`src/rtl/aes_rkey_store.sv`:
```
// aes_rkey_store
// Round-key buffer for the AES-256 datapath. The key schedule writes the 15
// round keys as 256-bit pairs, and the buffer replays them one 128-bit key per
// cycle to the round engine. Forward order (RK0..RK14) is for encryption and
// reverse order (RK14..RK0) is for decryption.
//
// Ports
//   inClk        clock, rising edge
//   inRst        asynchronous active-high reset
//   inKeyWr      write strobe, one key pair per high cycle
//   inKeyData    [255:128] = RK(2p), [127:0] = RK(2p+1) for write number p
//   inRdStart    read request pulse
//   inRdDir      read direction, sampled with inRdStart (0 fwd, 1 reverse)
//   outKey       current round key (0 when not valid)
//   outKeyIdx    index of outKey (0 when not valid)
//   outKeyValid  outKey/outKeyIdx valid this cycle
//   outReady     all keys loaded, store readable
//   outBusy      load or read in progress
//
// state | meaning
// EMPTY | nothing loaded since reset; reads ignored
// LOAD  | pairs arriving, wrPtr = next pair number
// FULL  | all keys stored, idle, waiting for a read or a new load
// READ  | streaming RK[rdIdx], one key per cycle

module aes_rkey_store #(
  parameter int NKEYS = 15,
  parameter int KW    = 128
) (
  input  logic            inClk,
  input  logic            inRst,
  input  logic            inKeyWr,
  input  logic [2*KW-1:0] inKeyData,
  input  logic            inRdStart,
  input  logic            inRdDir,
  output logic [KW-1:0]   outKey,
  output logic [3:0]      outKeyIdx,
  output logic            outKeyValid,
  output logic            outReady,
  output logic            outBusy
);

  typedef enum logic [1:0] {EMPTY, LOAD, FULL, READ} state_t;

  localparam logic [3:0] LAST_IDX = 4'(NKEYS - 1);

  state_t        state;
  logic [KW-1:0] rk [NKEYS];
  logic [2:0]    wrPtr;
  logic [3:0]    rdIdx;
  logic          rdDir;

  logic [3:0] wrIdxHi;
  logic [3:0] wrIdxLo;
  logic [3:0] startIdx;
  logic [3:0] termIdx;
  logic [3:0] nextIdx;
  logic       loadWr;
  logic       startRd;

  assign wrIdxHi  = {wrPtr, 1'b0};
  assign wrIdxLo  = {wrPtr, 1'b1};
  assign startIdx = inRdDir ? LAST_IDX : 4'd0;
  assign termIdx  = rdDir ? 4'd0 : LAST_IDX;
  assign nextIdx  = rdDir ? (rdIdx - 4'd1) : (rdIdx + 4'd1);

  // EMPTY and FULL hold wrPtr at 0, so a strobe there naturally writes pair 0
  // and (re)starts a load; a write in FULL beats a simultaneous read request.
  assign loadWr = inKeyWr && (state != READ);

  // A start is also taken on the edge that retires the terminal key, so a
  // back-to-back stream has no bubble.
  assign startRd = inRdStart &&
                   (((state == FULL) && !inKeyWr) ||
                    ((state == READ) && (rdIdx == termIdx)));

  always_ff @(posedge inClk or posedge inRst) begin
    if (inRst) begin
      state       <= EMPTY;
      wrPtr       <= '0;
      rdIdx       <= '0;
      rdDir       <= 1'b0;
      outKey      <= '0;
      outKeyIdx   <= '0;
      outKeyValid <= 1'b0;
      outReady    <= 1'b0;
      outBusy     <= 1'b0;
      for (int i = 0; i < NKEYS; i++) rk[i] <= '0;
    end else if (loadWr) begin
      // On the last pair the low-half index is 15, which matches no register,
      // so the spare half of the final write is dropped.
      for (int i = 0; i < NKEYS; i++) begin
        if (4'(i) == wrIdxHi) rk[i] <= inKeyData[2*KW-1:KW];
        if (4'(i) == wrIdxLo) rk[i] <= inKeyData[KW-1:0];
      end
      if (wrPtr == 3'd7) begin
        state    <= FULL;
        wrPtr    <= '0;
        outReady <= 1'b1;
        outBusy  <= 1'b0;
      end else begin
        state    <= LOAD;
        wrPtr    <= wrPtr + 3'd1;
        outReady <= 1'b0;
        outBusy  <= 1'b1;
      end
    end else if (startRd) begin
      state       <= READ;
      rdDir       <= inRdDir;
      rdIdx       <= startIdx;
      outKey      <= rk[startIdx];
      outKeyIdx   <= startIdx;
      outKeyValid <= 1'b1;
      outBusy     <= 1'b1;
    end else if (state == READ) begin
      if (rdIdx == termIdx) begin
        state       <= FULL;
        rdIdx       <= '0;
        outKey      <= '0;
        outKeyIdx   <= '0;
        outKeyValid <= 1'b0;
        outBusy     <= 1'b0;
      end else begin
        rdIdx     <= nextIdx;
        outKey    <= rk[nextIdx];
        outKeyIdx <= nextIdx;
      end
    end
  end

endmodule

```
`config.mk`:
```
export PLATFORM = sky130hd
export DESIGN_NAME = aes_rkey_store
export DESIGN_NICKNAME = d
export VERILOG_FILES = /design/src/rtl/aes_rkey_store.sv
export SDC_FILE = /design/constraint.sdc
export NUM_CORES = 2
export LEC_CHECK = 0
export ABC_AREA = 1
export BUFFER_PORTS_ARGS = -buffer_cell sky130_fd_sc_hd__buf_2
export CORE_MARGIN = 3
export CORE_UTILIZATION = 30
export CTS_CLUSTER_DIAMETER = 100
export DETAILED_ROUTE_END_ITERATION = 8
export PLACE_DENSITY = 0.51
export SLEW_MARGIN = 5
export SYNTH_ARGS = -nofsm -noshare
export SYNTH_HDL_FRONTEND = slang
export SYNTH_SLANG_ARGS = --single-unit
```
`constraint.sdc`:
```
create_clock -name inClk -period 97.8 [get_ports inClk]
set_input_delay 4.89 -clock inClk [delete_from_list [all_inputs] [get_ports inClk]]
set_output_delay 4.89 -clock inClk [all_outputs]
set_load 0.01 [all_outputs]
```
==> summary.md <==
| Metric | Value |
|---|---|
| Status | finished, final reports clean |
| EDFF count, synth | 0 |
| Fill count | about 34k |
| Core area | 325000 um^2 |
| Post-synth ARST share | between 90% and 100% |
| CP Capture Type | async pin |
| Share of the synthesized area in the top cell type | between 50% and 60% |
| Final Util | between 30% and 40% |
| Root Buffer | clkbuf_16 |
| Area grow syn2layout | 13.3% |
| Initial core utilization | a little under a third |
| First-pass GRT wire length | about 480000 um |
| Yosys warnings | 0 |
| Die X | 579 um |
| Fin. max-slew vios | 0 |
| Headroom to the max-slew limit | 25.2% |
| Final worst slack | between 80000 and 90000 ps |
| Die height | a little under 600 um |
| Crit path buf inv count | 11 |
| Peak supply drop | a little under 60 uV |
| Reg2Reg Depth | 13 |
| Crit-path max FO | between 90 and 100 |
| Gpl congestion | about 0.74 |
| Post-Syn Area | about 98000 um^2 |
| Hold buffer count at CTS | 0 |
| Setup Buffers After CTS | 0 |
| Max-capacitance violation count | 0 |
| Largest stage delay on the critical path | a little over 800 ps |
| Final worst path period share | approximately an eighth |
| Per-cell routed wire length | between 20 and 25 um |
| Post-synthesis cell type count | 24 |
| Most common cell in the netlist | nand2_1 |
| Post-CTS Resized | 0 |
| Syn nets | roughly 11k |
| Boundary pin count | approximately 400 |
| Area leader, netlist | dfrtp_1 |
| Hold Path Stages | 2 |
| Tightest Pin Transition | between 1000 and 1500 ps |
| Stages on worst setup path | 11 |
| Die area | ~330000 um^2 |
| Cell row count | 209 |
| Worst-path clk slew | around 60 ps |
| Final setup violation count | 0 |
| Top cells by area, synth | dfrtp_1 52%, mux2_2 16%, nand2_1 12% |
| Share of cells above drive strength 1 | a little over a fifth |
| CTS tree | yes |
| Total Routing Usage GR | between 10% and 20% |
| # DRC | 0 |
| Sink Count | between 2k and 2.5k |
| Total gr overflow | 0 |
| Setup TNS Final | 0 ps |
| Maximum clock path buffer count | 4 |
| Via-to-Cell Ratio | a little under 5 |
| Pin count of the biggest net entering global routing | 186 |
| H-Tree Depth | 4 |
| Critical path, cell by cell | buf_2 -> inv_8 -> buf_4 -> buf_4 -> buf_4 -> buf_4 -> buf_4 -> buf_4 -> buf_4 -> buf_4 -> buf_4 |
| Leakage | between 50 and 60 nW |
| Synth Flop Type | dfrtp_1 |
| WP data required | 98700 ps |
| Fmax | between 80 and 90 MHz |
| Synthesized flop and latch total | 2060 |
| Worst-skew pair later-pin latency | approximately 940 ps |
| DR vias | 74.8k |
| Post-Syn Instances | between 10k and 15k |
| Min-Delay Path Class | flip-flop to flip-flop |
| Startpoint types | primary input |
| Worst slack, placed | between 80000 and 90000 ps |
| Post-Route WL | 313000 um |
| Antenna viol nets, final | 0 |
| PwrDens | approximately 43 nW/um^2 |
| Setup Skew | around 60 ps |
| Initial antenna violation count | 84 |
| Initial DRT Pass Iterations | 6 |
| Worst Path Arrival | ~13000 ps |
| Worst path slowest cell | buf_4 |
| Top cell by count, worst path | buf_4 |
| Final Hold Violating Endpoints | 0 |
| CP Class | primary input to async pin |
| RSZ-0062 raised after global routing | false |
| Half-perimeter wire length after placement | 171000 um |
| Commonest cells post-synth | 3240 x nand2_1, 2060 x dfrtp_1, 1793 x nand3_1 |
| Sequential fraction of the synthesis area | between 50% and 60% |
| Cell family with most CP delay | buffers and inverters |
| Number of global-route vias before repair | ~74k |
| Post-Syn Area per Cell | between 9 and 10 um^2 |
| Port bufs | a little under 400 |
| Nets@finish | 10.9k |
| DR iter-0 viols | about 5.2k |
| TritonCTS buffer count | between 200 and 250 |
| Minimum clock period | between 10000 and 15000 ps |
per-stage QoR:
step,instance area (um^2),hold WS [ps],power (mW),cells
after global routing,111000,511,5.22,15200
after CTS,111000,496,4.89,15100
final,112000,494,4.83,15200
after global placement,103000,482,3.92,14700
after detailed placement,103000,481,3.94,14700
after floorplan,98400,464,3.18,10600
worst register-to-register path: stages (launching register included):
cell,delay [ps]
dfrtp_4,830
buf_4,750
inv_16,320
fa_4,1450
buf_4,610
buf_4,700
inv_8,450
buf_4,580
buf_12,480
nand3_1,410
nand3_1,130
nand3_1,170
nand3_1,90
a21oi_1,160
final timing paths:
kind	from	to	slack (ps)
max	inRst	rk[1482]$_DFFE_PP0P_	86120
min	rk[78]$_DFFE_PP0P_	rk[78]$_DFFE_PP0P_	490
max reg2reg	rdIdx[0]$_DFFE_PP0P_	outKey[46]$_DFFE_PP0P_	90620
min reg2reg	rk[78]$_DFFE_PP0P_	rk[78]$_DFFE_PP0P_	490
max in group inClk	inKeyWr	rk[1732]$_DFFE_PP0P_	89290
min in group asynchronous	inRst	rk[1420]$_DFFE_PP0P_	4080
kinds of logic after synthesis:
logic type	count (synthesis)	share of synthesized area [%]
adders and majority gates	10	0.135
AOI/OAI and AO/OA	650	3.31
muxes	1410	16.1
buffers and inverters	1290	5.95
xor gates and xnor gates	2	0.0178
DFF	2060	52.4
and+or+nand+nor	5182	22.1
layout make-up:
type | count | area [um^2] | area share (%)
diodes | 24 | 60.1 | 0.0539
inverters | 529 | 2020 | 1.82
flip-flops and latches | 2060 | 51600 | 46.2
multi-input cells | 7254 | 41100 | 36.9
well taps | 4325 | 5410 | 4.85
clock buffers | 365 | 7210 | 6.46
repair buffers | 540 | 3250 | 2.91
clock inverters | 72 | 875 | 0.784
registers in the layout, indices dropped and copies added, names as in the netlist:
signal       count
outKey         128
outKeyValid      1
outReady         1
rdDir            1
rdIdx            4
rk            1920
state            2
wrPtr            3
power breakdown:
| group | leakage [nW] | internal, mW | switching (mW) |
|---|---|---|---|
| registers | 24.9 | 1.28 | 0.219 |
| logic | 22.0 | 0.850 | 1.56 |
| clock network | 4.00 | 0.543 | 0.380 |
cell usage in the layout, fill, tap and decap left out, drive strengths merged, types with 24 or more instances in the layout:
master / instances
buf: 539
clkinv: 47
nand3: 1793
clkbuf: 366
mux2: 1410
diode: 24
a21oi: 135
nor2: 147
dfrtp: 2060
o21ai: 515
nand2: 3242
inv: 537
layer usage:
| metal | vias to the layer above | share of wire [%] | global-route usage [%] |
|---|---|---|---|
| met5 | - | 0.065 | 0 |
| met4 | 30 | 2.5 | 4.74 |
| met3 | 491 | 4.9 | 2.63 |
| met2 | 1644 | 47 | 30.8 |
| met1 | 37600 | 45 | 24.8 |
| li1 | 35000 | - | - |
No activity file was read; power rests on OpenSTA's default activity.
